--- src/rtl/gol_grid_serializer_if.sv ---
// ============================================================================
// gol_grid_serializer_if
// Row stream carrying one grid row per valid/ready transfer.
// row_parity exists only when GOL_SER_PARITY_EN is defined.
// Revision: 1.0 - initial release
// ============================================================================
`default_nettype none

interface gol_grid_serializer_if #(
  parameter int ROW_W = 8,
  parameter int IDX_W = 3
);
  logic [ROW_W-1:0] row_data;
  logic [IDX_W-1:0] row_idx;
  logic             row_valid;
  logic             row_ready;
  logic             row_last;
`ifdef GOL_SER_PARITY_EN
  logic             row_parity;
`endif

  modport master (
    output row_data,
    output row_idx,
    output row_valid,
    output row_last,
`ifdef GOL_SER_PARITY_EN
    output row_parity,
`endif
    input  row_ready
  );

  modport slave (
    input  row_data,
    input  row_idx,
    input  row_valid,
    input  row_last,
`ifdef GOL_SER_PARITY_EN
    input  row_parity,
`endif
    output row_ready
  );
endinterface

`default_nettype wire

--- src/rtl/gol_grid_serializer.sv ---
// ============================================================================
// gol_grid_serializer
// Captures a Game-of-Life grid into a shadow register on load and streams it
// out one row per valid/ready transfer, row 0 being the MSB row. Counts
// completed frames in a wrapping 16-bit generation counter.
// Optional feature macro: GOL_SER_PARITY_EN (adds row.row_parity).
// Revision: 1.0 - initial release
// ============================================================================
`default_nettype none

module gol_grid_serializer #(
  parameter  int NUM_ROWS = 8,
  parameter  int ROW_W    = 8,
  localparam int IDX_W    = (NUM_ROWS > 1) ? $clog2(NUM_ROWS) : 1,
  localparam int GRID_W   = NUM_ROWS * ROW_W
) (
  input  wire logic              clk,
  input  wire logic              reset,
  input  wire logic [GRID_W-1:0] grid_in,
  input  wire logic              load,
  output logic                   busy,
  output logic                   frame_done,
  output logic [15:0]            gen_count,
  gol_grid_serializer_if.master  row
);

  typedef enum logic [1:0] {
    IDLE = 2'd0,
    SEND = 2'd1,
    DONE = 2'd2
  } state_t;

  localparam logic [IDX_W-1:0] c_last_idx = IDX_W'(NUM_ROWS - 1);

  state_t            r_state;
  logic [GRID_W-1:0] r_shadow;
  logic [ROW_W-1:0]  r_row_data;
  logic [IDX_W-1:0]  r_idx;
  logic              r_valid;
  logic              r_last;
  logic              r_busy;
  logic              r_done;
  logic [15:0]       r_gen_count;

  logic [ROW_W-1:0]  w_rows [NUM_ROWS];
  logic [IDX_W-1:0]  w_next_idx;
  logic [ROW_W-1:0]  w_next_row;
  logic              w_next_last;

  // Row view of the shadow register: row r sits at the r-th slice from the top.
  generate
    for (genvar r = 0; r < NUM_ROWS; r++) begin : g_rows
      assign w_rows[r] = r_shadow[(NUM_ROWS - r) * ROW_W - 1 -: ROW_W];
    end
  endgenerate

  assign w_next_idx  = r_idx + IDX_W'(1);
  assign w_next_row  = w_rows[w_next_idx];
  assign w_next_last = (w_next_idx == c_last_idx);

  // Frame sequencer: IDLE waits for load, SEND streams rows, DONE pulses once.
  always_ff @(posedge clk or negedge reset) begin
    if (!reset) begin
      r_state     <= IDLE;
      r_shadow    <= '0;
      r_row_data  <= '0;
      r_idx       <= '0;
      r_valid     <= 1'b0;
      r_last      <= 1'b0;
      r_busy      <= 1'b0;
      r_done      <= 1'b0;
      r_gen_count <= '0;
    end else begin
      r_done <= 1'b0;
      case (r_state)
        IDLE: begin
          if (load) begin
            // Row 0 is presented straight from grid_in so it is valid next cycle.
            r_shadow   <= grid_in;
            r_row_data <= grid_in[GRID_W-1 -: ROW_W];
            r_idx      <= '0;
            r_last     <= (NUM_ROWS == 1);
            r_valid    <= 1'b1;
            r_busy     <= 1'b1;
            r_state    <= SEND;
          end
        end
        SEND: begin
          if (row.row_ready) begin
            if (r_last) begin
              r_valid     <= 1'b0;
              r_last      <= 1'b0;
              r_done      <= 1'b1;
              r_gen_count <= r_gen_count + 16'd1;
              r_state     <= DONE;
            end else begin
              r_idx      <= w_next_idx;
              r_row_data <= w_next_row;
              r_last     <= w_next_last;
            end
          end
        end
        DONE: begin
          // Any load seen here is dropped; the sink must wait for IDLE.
          r_busy  <= 1'b0;
          r_state <= IDLE;
        end
        default: begin
          r_valid <= 1'b0;
          r_last  <= 1'b0;
          r_busy  <= 1'b0;
          r_state <= IDLE;
        end
      endcase
    end
  end

  assign busy          = r_busy;
  assign frame_done    = r_done;
  assign gen_count     = r_gen_count;
  assign row.row_data  = r_row_data;
  assign row.row_idx   = r_idx;
  assign row.row_valid = r_valid;
  assign row.row_last  = r_last;

`ifdef GOL_SER_PARITY_EN
  // Parity is forced low whenever no row is being offered.
  assign row.row_parity = r_valid & (^r_row_data);
`endif

endmodule

`default_nettype wire
--- src/flat_wrapper.sv ---
// flat-port wrapper written by rule: the top's interface ports become plain ports
module gol_grid_serializer_flat 
#(
  parameter  int NUM_ROWS = 8,
  parameter  int ROW_W    = 8,
  localparam int IDX_W    = (NUM_ROWS > 1) ? $clog2(NUM_ROWS) : 1,
  localparam int GRID_W   = NUM_ROWS * ROW_W
)
  (clk, reset, grid_in, load, busy, frame_done, gen_count, row_row_data, row_row_idx, row_row_valid, row_row_last, row_row_ready);
  gol_grid_serializer_if #(.ROW_W(ROW_W)) row_i ();
  input  wire logic clk;
  input  wire logic reset;
  input  wire logic [GRID_W-1:0] grid_in;
  input  wire logic load;
  output logic busy;
  output logic frame_done;
  output logic [15:0] gen_count;
  output wire logic [$bits(row_i.row_data)-1:0] row_row_data;
  output wire logic [$bits(row_i.row_idx)-1:0] row_row_idx;
  output wire logic [$bits(row_i.row_valid)-1:0] row_row_valid;
  output wire logic [$bits(row_i.row_last)-1:0] row_row_last;
  input wire logic [$bits(row_i.row_ready)-1:0] row_row_ready;
  assign row_row_data = row_i.row_data;
  assign row_row_idx = row_i.row_idx;
  assign row_row_valid = row_i.row_valid;
  assign row_row_last = row_i.row_last;
  assign row_i.row_ready = row_row_ready;
  gol_grid_serializer #(.NUM_ROWS(NUM_ROWS), .ROW_W(ROW_W)) u_core (.clk(clk), .reset(reset), .grid_in(grid_in), .load(load), .busy(busy), .frame_done(frame_done), .gen_count(gen_count), .row(row_i));
endmodule
--- config.mk ---
export PLATFORM = sky130hd
export DESIGN_NAME = gol_grid_serializer_flat
export DESIGN_NICKNAME = d
export VERILOG_FILES = /design/src/rtl/gol_grid_serializer_if.sv /design/src/rtl/gol_grid_serializer.sv /design/src/flat_wrapper.sv
export SDC_FILE = /design/constraint.sdc
export NUM_CORES = 1
export LEC_CHECK = 0
export CORE_MARGIN = 3
export CORE_UTILIZATION = 50
export CTS_CLUSTER_DIAMETER = 120
export CTS_CLUSTER_SIZE = 10
export DETAILED_ROUTE_END_ITERATION = 8
export PLACE_DENSITY = 0.8
export SLEW_MARGIN = 20
export SYNTH_ARGS = -nofsm -noshare
export SYNTH_HDL_FRONTEND = slang
export SYNTH_SLANG_ARGS = --single-unit
--- constraint.sdc ---
create_clock -name clk -period 6.5 [get_ports clk]
set_clock_uncertainty 0.1 [all_clocks]
set_input_delay 0.65 -clock clk [delete_from_list [all_inputs] [get_ports clk]]
set_output_delay 0.65 -clock clk [all_outputs]
set_load 0.01 [all_outputs]
# After elaboration in Yosys (flattened, before gate mapping)
# Cells that the tools add are included.
# op_classes
addsub	2
mul	0
n_div	0
order_cmp	1
n_eq_ne	7
n_shift	0
muxes	27
bitwise	3
reduce_logical	9
# ops
cell	n
$mux 8	5
$bmux 8 s3	1
$add 16x1->16 const B	1
$pmux 8 s2	1
$mux 1	9
$mux 3	3
$reduce_and 3->1	3
$reduce_and 4->1	2
$mux 2	3
$ne 2x2->1 const B	3
$pmux 1 s3	2
$pmux 3 s2	1
$ge 4x4->1 const B	1
$not 3->4	1
$pmux 2 s2	1
$reduce_and 2->1	2
$add 3x1->3 const B	1
$eq 3x3->1 const B	1
$eq 2x1->1 const B	1
$eq 2x2->1 const B	1
$logic_not 2->1	1
$ne 2x1->1 const B	1
$not 1->1	2
$pmux 1 s2	1
$reduce_bool 2->1	1
# word_totals
reg_bits	97
latch_bits	0
ramBits	0
rom_bits	0
in_bits	68
output_inout_bits	31
memories	0

# Longest topological paths before layout
# Gate-level depths: netlist of the first run.
# depth
depth_word	8
ltp_mapped	9

# Least setup slack after synthesis of the first run
# OpenSTA, ideal clock, no wires.
# synth_path
kind	register -> register
start	reg u_core.r_idx[0] (netlist: u_core.row.row_idx[0])
end	reg u_core.r_row_data[1] (netlist: u_core.row.row_data[1])
setup_time_ps	131
arrival_ps	2060
required_time_ps	6269
slack_ps	4209
path_stages_with_launch	10
path_cell_list	dfrtp_1 -> buf_6 -> buf_6 -> inv_1 -> ha_1 -> clkbuf_2 -> buf_2 -> mux4_2 -> a22oi_1 -> a31oi_1
# synth_via
elab_chain_cells	8
# synth_lines
item	line	source
start, declared	gol_grid_serializer.sv:38	logic [IDX_W-1:0] r_idx;
start signal, assigned	gol_grid_serializer.sv:97	r_idx <= w_next_idx;
$add 3x1->3	gol_grid_serializer.sv:57	assign w_next_idx = r_idx + IDX_W'(1);
$not 3->4 (not written as such)	gol_grid_serializer.sv:58	assign w_next_row = w_rows[w_next_idx];
$bmux 8 s3	gol_grid_serializer.sv:58	
$mux 8 (not written as such) (2 in series)	gol_grid_serializer.sv:58	
$mux 8	gol_grid_serializer.sv:90	if (r_last) begin
$mux 8	gol_grid_serializer.sv:89	if (row.row_ready) begin
$pmux 8 s2	gol_grid_serializer.sv:75	case (r_state)
end signal, assigned	gol_grid_serializer.sv:80	r_row_data <= grid_in[GRID_W-1 -: ROW_W];
end signal, assigned	gol_grid_serializer.sv:98	r_row_data <= w_next_row;
end, declared	gol_grid_serializer.sv:37	logic [ROW_W-1:0] r_row_data;
# Every way passes these cells. The select of a mux whose other input is x is not followed.
# A chain may end at the register's enable or synchronous reset.

# Worst setup path after layout of the first run
# layout_path
start	in load
end	reg u_core.r_shadow[39]
# layout_via
elab_chain_cells	1
# layout_lines
item	line	source
start, declared	flat_wrapper.sv:14	input wire logic load;
$reduce_and 2->1 (no source line)	n/a	
end signal, assigned	gol_grid_serializer.sv:79	r_shadow <= grid_in;
end, declared	gol_grid_serializer.sv:36	logic [GRID_W-1:0] r_shadow;
# Every way passes these cells.

==> results of run 1 <==
-- worst reg2reg max path: stages, from the launching register on --
cell      delay, ns
dfrtp_1        0.49
nand2b_1       0.41
nor2_8         0.84
mux2_2         0.49
-- worst min-delay path by stage --
stage	from	to
detailed placement	u_core.r_shadow[22]	u_core.r_shadow[22]
finish	reset	u_core.busy
global route	reset	u_core.busy
floorplan	reset	u_core.busy
CTS	reset	u_core.gen_count[6]
global placement	u_core.gen_count[15]	u_core.gen_count[15]
-- final cells by class --
cell class	instances	area [µm²]
Clock buffer	10	138
Clock inverter	6	73.8
Fill cell	595	2760
Inverter	5	18.8
Multi-Input combinational cell	183	1760
Sequential cell	97	2430
Tap cell	105	131
Timing Repair Buffer	100	993
-- cell families (layout without fill, tap and decap cells) --
logic type | Yosys count | after routing | synth area share (%)
AOI/OAI and AO/OA | 34 | 34 | 4.88
xor gates and xnor gates | 16 | 16 | 3.23
adders and majority gates | 3 | 3 | 0.866
buffers and inverters | 23 | 121 | 3.38
DFF | 97 | 97 | 56.0
muxes | 82 | 82 | 25.4
and+or+nand+nor | 48 | 48 | 6.21
-- cells in the mapped netlist, drive strengths merged, types with 2 or more instances --
library cell / number
a21oi: 3
a22oi: 8
a31oi: 8
and4: 2
and4b: 2
buf: 17
dfrtp: 97
ha: 3
inv: 4
mux2: 65
mux4: 16
nand2: 7
nand2b: 2
nand3: 7
nand4: 6
nor2: 14
nor2b: 3
o21ai: 10
o22ai: 2
xnor2: 14
xor2: 2
-- sequential cells by signal, summed over array words and instances, names as in the netlist --
register / cells
u_core.row.row_data: 8
u_core.frame_done: 1
u_core.row.row_last: 1
u_core.row.row_valid: 1
u_core.r_state: 2
u_core.busy: 1
u_core.row.row_idx: 3
u_core.gen_count: 16
u_core.r_shadow: 64
-- stage by stage --
stage | hold WS, ns | util, % | setup WS, ns
after global routing | 0.197 | 66.8 | 3.71
after global placement | 0.361 | 64.2 | 3.55
after CTS | 0.194 | 66.8 | 3.88
after floorplan | 0.254 | - | 4.21
after detailed placement | 0.376 | 64.2 | 3.49
final | 0.175 | 66.8 | 3.87
-- routing by layer --
layer / track usage (%) / vias to the layer above
met1: 25.1 / 1454
met4: 4.94 / 0
met2: 30.8 / 86
li1: - / 1298
met5: 0 / -
met3: 5.33 / 9
-- power breakdown --
part,internal [mW],switching [mW]
clock network,0.193,0.219
registers,0.860,0.151
logic,0.573,0.386
total,1.63,0.757
==> flow_summary.ini, run 1 <==
[setup_path]
crit_slowest_cell = nor2_8
r2r_end = u_core.r_shadow[39]
critPathRequiredTime_ns = 6.65
endpoint_kind = flip-flop
critical_path.endpoint = u_core.r_shadow[39]
path_cells = clkdlybuf4s50_1, nand2b_1, nor2_8, mux2_2
startpoint_type = input pin
path_max_fanout = 64
cp.depth = 4
worstPathArrival_ns = 2.78
crit_buf_inv = 1
setup.worst_path.class = input pin to flip-flop
crit_family = simple AND/OR/NAND/NOR gates
worst-r2r-setup-slack_ns = 4.07
max_stage_delay_ns = 0.84
r2r_start = u_core.r_state[0]
crit_start = load
reg2regPathDepth = 3

[die]
dieArea_mm2 = 0.00982
start_util_pct = 52.2
dieWidth_um = 99.1
rows = 33
boundaryPins = 99
core_mm2 = 0.00830
die_h_um = 99.1

[power_and_ir_drop]
power_leakage_nw = 2.25
vdd_drop_max_mv = 0.230
total_power_mw = 2.38
powerDensity_mw_per_mm2 = 430

[layout]
drive_gt1_share_pct = 23.9
mostFrequentLayoutCells = clkdlybuf4s50_1, dfrtp_1, mux2_2
final_area_mm2 = 0.00554
syn2layout_area_growth_pct = 27.9
nNetsFinal = 467
stdcell_count = 506
antennaDiodeCount = 0

[clocking]
clockRootBuffer = clkbuf_8
cts_tree = done
post_cts_buffers = 0
cts.path.max_buffers = 2
clock_latency_ns = 0.37
cts_resized = 0
htree_levels = 3
cts_buffers = 9
cts_hold_buf = 0
clock_sinks = 97
path_clk_slew_ns = 0.09

[timing]
period_needed_ns = 2.63
slew_headroom_pct = 31.8
maxSlewViolCount = 0
max_slew.worst_pin.slew_ns = 1.02
setup_viol = 0
fmax_ghz = 0.380
hold_violations = 0
setup_tns_ns = 0
rsz0062_at_grt = no
layout_worst_path_cycle_share_pct = 40.5

[global_routing]
grt_overflow = 0
antenna_found_initial = 0
grt_use_total_pct = 18.9
grt_start_max_net_pins = 65
grt_pass1_vias = 2873
grt_pass1_wl_um = 14500

[synthesis]
async_reset_ff_share_pct = 100
avgSynthCellArea_um2 = 14.3
synth.top_cells.by_area = dfrtp_1, mux2_2, mux4_2
synth-seq-cells = 97
syn-cell-area_mm2 = 0.00433
yosysSeqAreaShare_pct = 56.0
synthesis.nets = 374
synth-edff-count = 0
synth_warnings = 0
synth_top_flop_cell = dfrtp_1
synth.top_cell.area_share_pct = 56.0
ys_types = 37
syn_inst = 303
synth_area_leader_cell = dfrtp_1

[place]
routabilityCongestion = 0.822
dp.cells = 490
io_buffers = 98
hpwl_um = 6320
dpl-instance-area_mm2 = 0.00533

[drt]
num_vias = 2847
wirelength_um = 8900
met2_length_um = 4470
drt_iter0_drc = 126
wl_met1_um = 3840
highest_layer = met4
met3WireLength_um = 510
routedWlPerCell_um = 17.6
vias_per_cell = 5.63
drc_errors = 0
antenna_left = 0
first_pass_iters = 4

[hold_path]
hold_path.class = input pin to async pin

[outcome]
outcome = finished clean

[flow_run]
maxCapViolations = 0
Note: power is estimated with default switching activity, not from simulation.
==> inputs of run 2 (changes only) <==
--- a/config.mk
+++ b/config.mk
@@ -6,11 +6,11 @@
 export NUM_CORES = 1
 export LEC_CHECK = 0
 export CORE_MARGIN = 3
-export CORE_UTILIZATION = 50
+export CORE_UTILIZATION = 45
 export CTS_CLUSTER_DIAMETER = 120
 export CTS_CLUSTER_SIZE = 10
 export DETAILED_ROUTE_END_ITERATION = 8
-export PLACE_DENSITY = 0.8
+export PLACE_DENSITY = 0.76
 export SLEW_MARGIN = 20
 export SYNTH_ARGS = -nofsm -noshare
 export SYNTH_HDL_FRONTEND = slang
==> constraint.sdc (replaced) <==
create_clock -name clk -period 2.25 [get_ports clk]
set_clock_uncertainty 0.1 [all_clocks]
set_input_delay 0.225 -clock clk [delete_from_list [all_inputs] [get_ports clk]]
set_output_delay 0.225 -clock clk [all_outputs]
set_load 0.01 [all_outputs]
==> run 2 against run 1 <==
  * Register-to-register slack worse by 3.9 ns
  * Wire length rose by 3.5%
  * Count of clock-buffer cells in the layout is the same
  * First-iteration DRC count down 7.1%
  * Global-route usage is 1.1 points lower
  * Largest cell class unchanged
  * Largest power group unchanged
==> flow_summary.ini, run 2 (synthesis results as in run 1) <==
[outcome]
outcome = finished clean

[drt]
num_vias = 2871
drt_iter0_drc = 117
antenna_left = 0
drc_errors = 0
first_pass_iters = 4
wirelength_um = 9220
routedWlPerCell_um = 17.0
vias_per_cell = 5.29

[clocking]
clockRootBuffer = clkbuf_8
cts_resized = 0
cts_tree = done
post_cts_buffers = 0
path_clk_slew_ns = 0.09
cts_buffers = 9
clock_sinks = 97
cts.path.max_buffers = 2
htree_levels = 3
cts_hold_buf = 1
clock_latency_ns = 0.35

[die]
rows = 35
boundaryPins = 99
die_h_um = 104
dieArea_mm2 = 0.0108
dieWidth_um = 104
start_util_pct = 46.7
core_mm2 = 0.00928

[power_and_ir_drop]
vdd_drop_max_mv = 0.558
power_leakage_nw = 2.33
total_power_mw = 7.13
powerDensity_mw_per_mm2 = 1250

[place]
hpwl_um = 6850
routabilityCongestion = 0.792
io_buffers = 98

[setup_path]
path_max_fanout = 8
max_stage_delay_ns = 0.46
crit_family = simple AND/OR/NAND/NOR gates
endpoint_kind = flip-flop
worst-r2r-setup-slack_ns = 0.22
crit_start = u_core.row.row_idx[0]
worstPathArrival_ns = 2.21
path_cells = buf_4, ha_1, xor2_1, nor2_1, a22oi_1, a31oi_1
critPathRequiredTime_ns = 2.42
crit_slowest_cell = nor2_1
crit_buf_inv = 1
setup.worst_path.class = flip-flop to flip-flop
r2r_start = u_core.row.row_idx[0]
r2r_end = u_core.row.row_data[1]
startpoint_type = flip-flop
reg2regPathDepth = 6

[layout]
drive_gt1_share_pct = 26.1
largest_reg_flops = 64
ff_latch_area_mm2 = 0.00243
nNetsFinal = 480
mostFrequentLayoutCells = clkdlybuf4s50_1, dfrtp_1, mux2_2
syn2layout_area_growth_pct = 31.9
multi_input_area_mm2 = 0.00176
antennaDiodeCount = 0
top_register = u_core.r_shadow
fillCellCount = 715

[hold_path]
hold_path.class = input pin to async pin

[timing]
period_needed_ns = 2.03
setup_tns_ns = 0
fmax_ghz = 0.492
maxSlewViolCount = 0
layout_worst_path_cycle_share_pct = 90.4
slew_headroom_pct = 61.4
setup_viol = 0
rsz0062_at_grt = no
max_slew.worst_pin.slew_ns = 0.577
hold_violations = 0

[global_routing]
grt_pass1_wl_um = 15300
grt_pass1_vias = 3108
grt_start_max_net_pins = 60
antenna_found_initial = 0
grt_overflow = 0
grt_use_total_pct = 17.7

[flow_run]
maxCapViolations = 0
[run 2: area by class of cell]
class | instances | area share (%)
well taps | 129 | 2.82
repair buffers | 113 | 19.6
inverters | 5 | 0.328
flip-flops and latches | 97 | 42.5
clock inverters | 6 | 1.60
clock buffers | 10 | 2.41
multi-input cells | 183 | 30.8
[run 2: metrics by stage]
step	cells	instance area (µm²)	utilization, %	setup WS [ns]	hold slack (ns)
floorplan	303	4340	-	0.0131	-0.171
global placement	526	5480	59.0	0.324	-0.0609
detailed placement	526	5480	59.0	0.250	-0.0619
CTS	543	5720	61.6	0.188	0.100
global route	543	5720	61.6	0.0758	0.103
finish	543	5720	61.6	0.217	0.112
[run 2: power breakdown]
part           leakage, nW  switching (mW)  internal (mW)
logic                 1.04            1.18           1.76
clock network        0.116           0.594          0.660
registers             1.17           0.449           2.49
[run 2: metal layers]
metal / track usage (%) / wire, µm / vias to the layer above
met1: 23.0 / 3990 / 1445
met4: 6.84 / 245 / 0
li1: - / - / 1319
met5: 0 / 0 / -
met3: 4.72 / 552 / 19
met2: 28.6 / 4430 / 88
[run 2: worst max-delay path by stage]
stage | endpoint | depth (start not counted)
global placement | u_core.r_shadow[56] | 5
floorplan | u_core.row.row_data[1] | 9
finish | u_core.row.row_data[1] | 6
detailed placement | u_core.row.row_data[1] | 6
global route | u_core.row.row_data[7] | 6
CTS | u_core.row.row_data[1] | 6
[run 2: worst register-to-register path, stage by stage, from the launching register on]
cell,delay [ns]
dfrtp_1,0.40
buf_4,0.18
ha_1,0.24
xor2_1,0.19
nor2_1,0.46
a22oi_1,0.18
a31oi_1,0.21
